[src/rtl/i2s_pkg.sv]
`default_nettype none
// +----------------------------------------------------------------------+
// | Module      : i2s_pkg                                                |
// | Description : Shared types, slot encodings and word alignment helper |
// |               for the I2S capture stage.                             |
// | Revision    : 1.0 - initial release                                  |
// +----------------------------------------------------------------------+
package i2s_pkg;

   // Capture FSM states
   typedef enum logic [1:0] {
      IDLE  = 2'd0,
      SKIP  = 2'd1,
      SHIFT = 2'd2,
      HOLD  = 2'd3
   } i2s_state_e;

   // Word-select level of each slot
   localparam logic SLOT_LEFT  = 1'b0;
   localparam logic SLOT_RIGHT = 1'b1;

   // Left-justify a bitsize-wide word in 32 bits, then keep the top
   // datalen bits: truncates LSBs when narrower, zero-pads when wider.
   function automatic logic [31:0] align_word(input logic [31:0] word,
                                              input int          bitsize,
                                              input int          datalen);
      logic [31:0] msb_aligned;
      msb_aligned = word << (32 - bitsize);
      return msb_aligned >> (32 - datalen);
   endfunction

endpackage
`default_nettype wire

[src/rtl/i2s_if.sv]
`default_nettype none
// +----------------------------------------------------------------------+
// | Module      : i2s_if                                                 |
// | Description : Serial I2S input plus parallel stereo sample bus.      |
// | Revision    : 1.0 - initial release                                  |
// +----------------------------------------------------------------------+
interface i2s_if #(
   parameter int DATALEN = 16
);
   logic               lrclk;
   logic               sdata;
   logic [DATALEN-1:0] left_out;
   logic [DATALEN-1:0] right_out;
   logic               sample_valid;
   logic               frame_err;
   logic               locked;

   // Codec side: drives the serial stream, observes captured samples
   modport master (
      output lrclk, sdata,
      input  left_out, right_out, sample_valid, frame_err, locked
   );

   // Receiver side
   modport slave (
      input  lrclk, sdata,
      output left_out, right_out, sample_valid, frame_err, locked
   );
endinterface
`default_nettype wire

[src/rtl/i2s_slot_shifter.sv]
`default_nettype none
// +----------------------------------------------------------------------+
// | Module      : i2s_slot_shifter                                       |
// | Description : MSB-first shift register and bit counter for one slot. |
// |               word_o/done_o include the bit sampled this cycle so    |
// |               the slot can be committed on its final shift edge.     |
// | Revision    : 1.0 - initial release                                  |
// +----------------------------------------------------------------------+
module i2s_slot_shifter #(
   parameter int BITSIZE = 24
) (
   input  logic               bclk,
   input  logic               reset,
   input  logic               clear_i,
   input  logic               shift_en_i,
   input  logic               sdata_i,
   output logic [BITSIZE-1:0] word_o,
   output logic               done_o
);
   localparam int CW = (BITSIZE > 1) ? $clog2(BITSIZE) : 1;

   logic [BITSIZE-1:0] sreg_q;
   logic [BITSIZE-1:0] sreg_d;
   logic [CW-1:0]      bit_cnt_q;

   assign sreg_d = (sreg_q << 1) | BITSIZE'(sdata_i);
   assign word_o = sreg_d;
   assign done_o = shift_en_i && (bit_cnt_q == CW'(BITSIZE - 1));

   // Shift one bit per enabled cycle; clear restarts the slot count
   always_ff @(posedge bclk or posedge reset) begin
      if (reset) begin
         sreg_q    <= '0;
         bit_cnt_q <= '0;
      end else if (clear_i) begin
         sreg_q    <= '0;
         bit_cnt_q <= '0;
      end else if (shift_en_i) begin
         sreg_q    <= sreg_d;
         bit_cnt_q <= bit_cnt_q + CW'(1);
      end
   end
endmodule
`default_nettype wire

[src/rtl/i2s_receiver.sv]
`default_nettype none
// +----------------------------------------------------------------------+
// | Module      : i2s_receiver                                           |
// | Description : I2S capture stage. Tracks word select, deserializes    |
// |               each slot and presents complete stereo frames.         |
// | Revision    : 1.0 - initial release                                  |
// +----------------------------------------------------------------------+
module i2s_receiver #(
   parameter int BITSIZE = 24,
   parameter int DATALEN = 16
) (
   input  logic  bclk,
   input  logic  reset,
   i2s_if.slave  bus
);
   import i2s_pkg::*;

   i2s_state_e         state_q;
   logic               lr_q;
   logic               slot_q;
   logic               left_ok_q;
   logic [DATALEN-1:0] left_hold_q;

   logic               w_edge;
   logic               w_fall;
   logic               w_clear;
   logic               w_shift;
   logic               w_done;
   logic [BITSIZE-1:0] w_word;
   logic [DATALEN-1:0] w_aligned;

   assign w_edge    = (bus.lrclk != lr_q);
   assign w_fall    = lr_q & ~bus.lrclk;
   assign w_clear   = (state_q == SKIP);
   assign w_shift   = (state_q == SHIFT);
   assign w_aligned = DATALEN'(align_word(32'(w_word), BITSIZE, DATALEN));

   i2s_slot_shifter #(
      .BITSIZE (BITSIZE)
   ) u_shifter (
      .bclk       (bclk),
      .reset      (reset),
      .clear_i    (w_clear),
      .shift_en_i (w_shift),
      .sdata_i    (bus.sdata),
      .word_o     (w_word),
      .done_o     (w_done)
   );

   // Previous word-select level for edge detection
   always_ff @(posedge bclk or posedge reset) begin
      if (reset) begin
         lr_q <= 1'b0;
      end else begin
         lr_q <= bus.lrclk;
      end
   end

   // Slot tracking FSM with registered frame outputs and pulses
   always_ff @(posedge bclk or posedge reset) begin
      if (reset) begin
         state_q          <= IDLE;
         slot_q           <= SLOT_LEFT;
         left_ok_q        <= 1'b0;
         left_hold_q      <= '0;
         bus.left_out     <= '0;
         bus.right_out    <= '0;
         bus.sample_valid <= 1'b0;
         bus.frame_err    <= 1'b0;
         bus.locked       <= 1'b0;
      end else begin
         bus.sample_valid <= 1'b0;
         bus.frame_err    <= 1'b0;
         case (state_q)
            IDLE: begin
               if (w_fall) begin
                  state_q    <= SKIP;
                  bus.locked <= 1'b1;
               end
            end
            SKIP: begin
               slot_q  <= lr_q;
               state_q <= SHIFT;
            end
            SHIFT: begin
               if (w_done) begin
                  // A coincident edge still commits: the bit on the edge
                  // cycle is this slot's LSB.
                  if (slot_q == SLOT_LEFT) begin
                     left_hold_q <= w_aligned;
                     left_ok_q   <= 1'b1;
                  end else if (slot_q == SLOT_RIGHT && left_ok_q) begin
                     bus.left_out     <= left_hold_q;
                     bus.right_out    <= w_aligned;
                     bus.sample_valid <= 1'b1;
                     left_ok_q        <= 1'b0;
                  end
                  state_q <= w_edge ? SKIP : HOLD;
               end else if (w_edge) begin
                  // Short slot: drop the partial frame, resync on new slot
                  bus.frame_err <= 1'b1;
                  left_ok_q     <= 1'b0;
                  state_q       <= SKIP;
               end
            end
            HOLD: begin
               if (w_edge) begin
                  state_q <= SKIP;
               end
            end
            default: state_q <= IDLE;
         endcase
      end
   end
endmodule
`default_nettype wire

[src/flat_wrapper.sv]
// flat-port wrapper written by rule: the top's interface ports become plain ports
module i2s_receiver_flat import i2s_pkg::*;
#(
   parameter int BITSIZE = 24,
   parameter int DATALEN = 16
)
  (bclk, reset, bus_lrclk, bus_sdata, bus_left_out, bus_right_out, bus_sample_valid, bus_frame_err, bus_locked);
  i2s_if #(.DATALEN(DATALEN)) bus_i ();
  input  logic bclk;
  input  logic reset;
  input wire logic [$bits(bus_i.lrclk)-1:0] bus_lrclk;
  input wire logic [$bits(bus_i.sdata)-1:0] bus_sdata;
  output wire logic [$bits(bus_i.left_out)-1:0] bus_left_out;
  output wire logic [$bits(bus_i.right_out)-1:0] bus_right_out;
  output wire logic [$bits(bus_i.sample_valid)-1:0] bus_sample_valid;
  output wire logic [$bits(bus_i.frame_err)-1:0] bus_frame_err;
  output wire logic [$bits(bus_i.locked)-1:0] bus_locked;
  assign bus_i.lrclk = bus_lrclk;
  assign bus_i.sdata = bus_sdata;
  assign bus_left_out = bus_i.left_out;
  assign bus_right_out = bus_i.right_out;
  assign bus_sample_valid = bus_i.sample_valid;
  assign bus_frame_err = bus_i.frame_err;
  assign bus_locked = bus_i.locked;
  i2s_receiver #(.BITSIZE(BITSIZE), .DATALEN(DATALEN)) u_core (.bclk(bclk), .reset(reset), .bus(bus_i));
endmodule
[config.mk]
export PLATFORM = sky130hd
export DESIGN_NAME = i2s_receiver_flat
export DESIGN_NICKNAME = d
export VERILOG_FILES = /design/src/rtl/i2s_pkg.sv /design/src/rtl/i2s_if.sv /design/src/rtl/i2s_slot_shifter.sv /design/src/rtl/i2s_receiver.sv /design/src/flat_wrapper.sv
export SDC_FILE = /design/constraint.sdc
export NUM_CORES = 1
export LEC_CHECK = 0
export CELL_PAD_IN_SITES_DETAIL_PLACEMENT = 0
export CELL_PAD_IN_SITES_GLOBAL_PLACEMENT = 1
export CORE_MARGIN = 10
export CORE_UTILIZATION = 35
export DETAILED_ROUTE_END_ITERATION = 8
export DONT_BUFFER_PORTS = 1
export GPL_TIMING_DRIVEN = 0
export PLACE_DENSITY_LB_ADDON = 0.1
export SLEW_MARGIN = 0
export SYNTH_ARGS = -nofsm -noshare
export SYNTH_HDL_FRONTEND = slang
export SYNTH_SLANG_ARGS = --single-unit
[constraint.sdc]
create_clock -name bclk -period 6.4 [get_ports bclk]
set_input_delay 1.28 -clock bclk [delete_from_list [all_inputs] [get_ports bclk]]
set_output_delay 1.28 -clock bclk [all_outputs]
set_load 0.05 [all_outputs]
**Word level (Yosys, flattened, before mapping)**

Index checks and enable logic that the tools add are counted.

- Bits in registers: 84
- Input bits: 4
- Logic and storage cells: 53

- Add/sub/neg operators: 1
- Eq/ne operators: 7
- Mux-type cells: 20
- Bitwise logic cells: 4
- Reductions and logical operators: 9

Operator list:

| kind | count |
|---|---|
| $mux W23 | 2 |
| $or A24 B1 Y24 | 1 |
| $mux W1 | 11 |
| $mux W5 | 2 |
| $mux W2 | 4 |
| $pmux W2 S4 | 1 |
| $reduce_and A3 Y1 | 2 |
| $add A5 B1 Y5 const B | 1 |
| $eq A5 B5 Y1 const B | 1 |
| $eq A2 B2 Y1 const B | 2 |
| $reduce_and A4 Y1 | 1 |
| $reduce_bool A2 Y1 | 2 |
| $ne A3 B3 Y1 const B | 1 |
| $eq A2 B1 Y1 const B | 1 |
| $logic_and A1 B1 Y1 | 2 |
| $logic_not A2 Y1 | 1 |
| $ne A2 B1 Y1 const B | 1 |
| $not A1 Y1 | 2 |
| $reduce_and A2 Y1 | 1 |
| $and A1 B1 Y1 | 1 |
| $ne A1 B1 Y1 | 1 |

**Logic depth before layout (Yosys ltp)**

- Word-level depth: 5
- Depth in mapped cells: 6
- Depth with buffers taken out: 5

**Modules after synthesis**

A second synthesis with hierarchy kept.

- Cells, all modules: 228
- Area total of the unflattened synthesis: 3338.2 um^2

Modules (own cells, without submodules):

| module | instances | cells an instance | area each (um^2) | sequential area each (um^2) |
|---|---|---|---|---|
| i2s_receiver | 1 | 128 | 2109.5 | 1401.3 |
| i2s_slot_shifter | 1 | 100 | 1228.7 | 700.7 |

**Worst setup path before layout**

OpenSTA, ideal clock, no wires.

- Kind: input to register
- Start point: input bus_lrclk
- End point: register u_core.left_ok_q
- Arrival time: 1916 ps
- Slack: 4358 ps
- Stages: 3
- Buffers on the path: 0
- Cell sequence: inv_1 ha_1 a311o_2

- Cells in the longest elaborated chain, start to end: 3

RTL lines:

| element | line | RTL |
|---|---|---|
| start, declared | flat_wrapper.sv:11 | `input wire logic [$bits(bus_i.lrclk)-1:0] bus_lrclk;` |
| $ne A1 B1 Y1 | i2s_receiver.sv:32 | `assign w_edge = (bus.lrclk != lr_q);` |
| $reduce_bool A2 Y1 (no source line) | -- |  |
| $reduce_and A3 Y1 (no source line) | -- |  |
| end signal, assigned | i2s_receiver.sv:64 | `left_ok_q <= 1'b0;` |
| end signal, assigned | i2s_receiver.sv:91 | `left_ok_q <= 1'b1;` |
| end signal, assigned | i2s_receiver.sv:96 | `left_ok_q <= 1'b0;` |
| end, declared | i2s_receiver.sv:21 | `logic left_ok_q;` |

No other way between the ends.
A chain may end at the register's enable or synchronous reset.

**Final worst setup path**

- Start point: register u_core.bus.right_out[0]
- End point: output bus_right_out[0]

RTL lines:

| element | line | RTL |
|---|---|---|
| start, declared | i2s_if.sv:27 | `output left_out, right_out, sample_valid, frame_err, locked` |
| start signal, assigned | i2s_receiver.sv:94 | `bus.right_out <= w_aligned;` |
| end, declared | flat_wrapper.sv:14 | `output wire logic [$bits(bus_i.right_out)-1:0] bus_right_out;` |

No word-level cell between the ends.

==> results.yml <==
outcome:
  status: "finished clean"
synthesis:
  ys_types: 32
  yosysMostFrequentCell: "dfrtp_1"
  synthTopCellsByArea: "dfrtp_1 (63%), mux2_2 (17%), o2bb2ai_1 (4.2%), ha_1 (2.6%), a22o_1 (2.1%)"
  synth_fa_ha_area_frac: 0.0264
  syn_inst: 226
  synth_common_cells: "dfrtp_1 (84), mux2_2 (49), nand2_1 (18)"
  syn-num-nets: 237
  synth.ff_latch_count: 84
  yosys.area.top_type: "dfrtp_1"
  synthArstFlopShare: 1.00
  ys_seq_area_frac: 0.634
  synth_mux_area_frac: 0.169
  synth.top_cell.area_share: 0.634
  synthSimpleGateAreaFrac: 0.0566
  synthFlopType: "dfrtp_1"
  synth_xor_area_frac: 0
  synth_edf_count: 0
  netlist_area_sq_mm: 0.00332
  synth_compound_area_frac: 0.0886
  avgSynthCellArea_sq_um: 14.7
  synth_top_family_by_area: "multiplexers"
  ys_warn_count: 0
grt:
  grt_pass1_wl_um: 11000
  grt_use_total: 0.0980
  antenna_found_initial: 0
  first_global_vias: 1918
  grt_busiest_layer: "met2"
  grt-ovfl-total: 0
  gr-usage-met3: 0.0475
  use_met2: 0.140
  met1_usage: 0.129
  grt_max_degree: 51
sta:
  setup_tns_ns: 0
  fmax_ghz: 0.433
  tightest_slew_ns: 0.567
  setup_violations: 0
  rsz0062_at_grt: "no"
  relSlewSlack: 0.622
  period_share: 0.361
  whs_ns: 0.495
  skew_ns: 0.0113
  fin_crit_ns: 2.31
  final_hold_viol_count: 0
  slew_violations: 0
worst_setup_path:
  cp.required_ns: 5.12
  crit_fanout: 2
  critPathLaunchType: "flop"
  path_depth: 0
  end_kind: "primary output"
  crit_path_end: "bus_right_out[0]"
  r2r_slack_ns: 4.30
  startpoint: "u_core.bus.right_out[0]$_DFFE_PP0P_"
  r2r_cells: 5
  regToRegStartpoint: "u_core.u_shifter.bit_cnt_q[0]$_DFFE_PP0P_"
  path_class: "reg2out"
  rr_endpoint: "u_core.left_hold_q[7]$_DFFE_PP0P_"
  worstPathArrival_ns: 1.03
pwr:
  pwr-share-comb: 0.247
  pwr-share-clk: 0.275
  p_sw_mw: 0.483
  switching_share: 0.351
  p_int_mw: 0.894
  leakagePower_nw: 1.77
  seqPwrFrac: 0.478
  vdd_drop_max_mv: 0.165
  power_density_mw_per_mm2: 371
clock_tree:
  cts_sinks: 84
  insertion_delay_ns: 0.35
  clk_pin_slew_worst_paths_ns: 0.08
  cts_setup_buffers: 0
  numCtsBuffers: 9
  cts_resized: 0
  cts_buffer_depth: 2
  htreeDepth: 3
  cts_hold_buffers: 0
  cts_root_buf: "clkbuf_8"
  cts_tree: "built"
cells_and_area:
  area_growth_syn_to_layout_pct: 11.8
  drive_above_1_share: 0.321
  fin_nets: 249
  diodes: 0
route:
  dr_total_vias: 1815
  routedWlPerCell_um: 17.0
  firstDrtPassIters: 4
  ant_nets: 0
  vias_per_cell: 4.88
  route.detailed.drc: 0
  routed_wl_um: 6340
  drt-initial-drc-count: 132
placed_design:
  gp_congestion: 0.676
  hpwl_um: 4230
  port_buffers: 0
floorplanning:
  die_w_um: 117
  dieHeight_um: 117
  rows: 35
  die_area_sq_mm: 0.0138
  core_area_sq_mm: 0.00924
  ioPinCount: 39
  start_util: 0.359
min_path:
  hp-class: "reg2reg"
run:
  drv_cap: 0
-- flip-flops by register name, indices dropped and copies added, names as in the netlist --
name and cells:
u_core.state_q 2, u_core.left_ok_q 1, u_core.bus.locked 1, u_core.lr_q 1, u_core.u_shifter.bit_cnt_q 5, u_core.u_shifter.sreg_q 23
u_core.left_hold_q 16, u_core.bus.frame_err 1, u_core.slot_q 1, u_core.bus.sample_valid 1, u_core.bus.right_out 16, u_core.bus.left_out 16
-- cell usage in the layout, fill, tap and decap left out, drive strengths merged, types with 2 or more instances in the layout --
| cell type | synthesis | layout |
|---|---|---|
| dfrtp | 84 | 84 |
| mux2 | 49 | 49 |
| nand2 | 18 | 18 |
| o2bb2ai | 16 | 16 |
| clkbuf | 5 | 14 |
| a22o | 8 | 8 |
| ha | 7 | 7 |
| buf | 6 | 7 |
| inv | 4 | 6 |
| clkinv | 1 | 5 |
| nor2b | 4 | 4 |
| o21ai | 4 | 4 |
| nand3 | 3 | 3 |
| o31ai | 2 | 2 |
| nor2 | 2 | 2 |
-- metrics by stage --
| stage | cell area (sq um) | std cells | total power, mW | worst slack (ns) | util |
|---|---|---|---|---|---|
| floorplan | 3320 | 226 | 0.910 | 2.95 | - |
| global placement | 3480 | 355 | 1.01 | 1.86 | 0.376 |
| detailed placement | 3510 | 356 | 1.02 | 4.28 | 0.380 |
| CTS | 3710 | 372 | 1.40 | 4.07 | 0.401 |
| global route | 3710 | 372 | 1.48 | 4.05 | 0.401 |
| finish | 3710 | 372 | 1.38 | 4.09 | 0.401 |
-- power by group through the flow --
stage               combinational [mW]  clock [mW]  sequential [mW]
global route                     0.387       0.421            0.669
floorplan                        0.257           0            0.653
detailed placement               0.347           0            0.668
CTS                              0.348       0.396            0.658
global placement                 0.341           0            0.668
finish                           0.340       0.379            0.658
-- worst register-to-register path: stages (launching register included) --
cell and delay, ns:
dfrtp_1 0.42, ha_1 0.29, nand4b_4 0.18, nor3b_4 0.53, buf_8 0.23, mux2_2 0.34
-- kinds of logic after synthesis --
kind of cell	count (synthesis)
flops	84
mux	50
compound gates	36
simple gates	33
buf+inv	16
fa+ha+maj	7
-- area by class of cell --
type	count	area (sq um)
plain buffers	11	65.1
clock buffers	9	124
clock inverters	7	75.1
fillers	886	5530
inverters	5	21.3
multi-input cells	126	1130
flip-flops and latches	84	2100
well taps	129	161
repair buffers	1	27.5
-- metal layers --
layer | wire, um | up-vias | share of wire
li1 | - | 835 | -
met1 | 3010 | 936 | 0.47
met2 | 2790 | 39 | 0.44
met3 | 473 | 5 | 0.075
met4 | 74 | 0 | 0.012
met5 | 0 | - | 0
-- how the worst min path moves through the flow --
| stage | from | endpoint | depth (start not counted) |
|---|---|---|---|
| 6_report | u_core.u_shifter.sreg_q[0]$_DFFE_PP0P_ | u_core.u_shifter.sreg_q[1]$_DFFE_PP0P_ | 1 |
| 3_5_place_dp | u_core.u_shifter.sreg_q[4]$_DFFE_PP0P_ | u_core.u_shifter.sreg_q[5]$_DFFE_PP0P_ | 1 |
| 5_1_grt | u_core.u_shifter.sreg_q[1]$_DFFE_PP0P_ | u_core.u_shifter.sreg_q[2]$_DFFE_PP0P_ | 1 |
| 3_3_place_gp | u_core.u_shifter.sreg_q[0]$_DFFE_PP0P_ | u_core.u_shifter.sreg_q[1]$_DFFE_PP0P_ | 1 |
| 4_1_cts | u_core.u_shifter.sreg_q[0]$_DFFE_PP0P_ | u_core.u_shifter.sreg_q[1]$_DFFE_PP0P_ | 1 |
| 2_1_floorplan | u_core.u_shifter.sreg_q[3]$_DFFE_PP0P_ | u_core.u_shifter.sreg_q[4]$_DFFE_PP0P_ | 1 |
(Power assumes the default switching activity.)
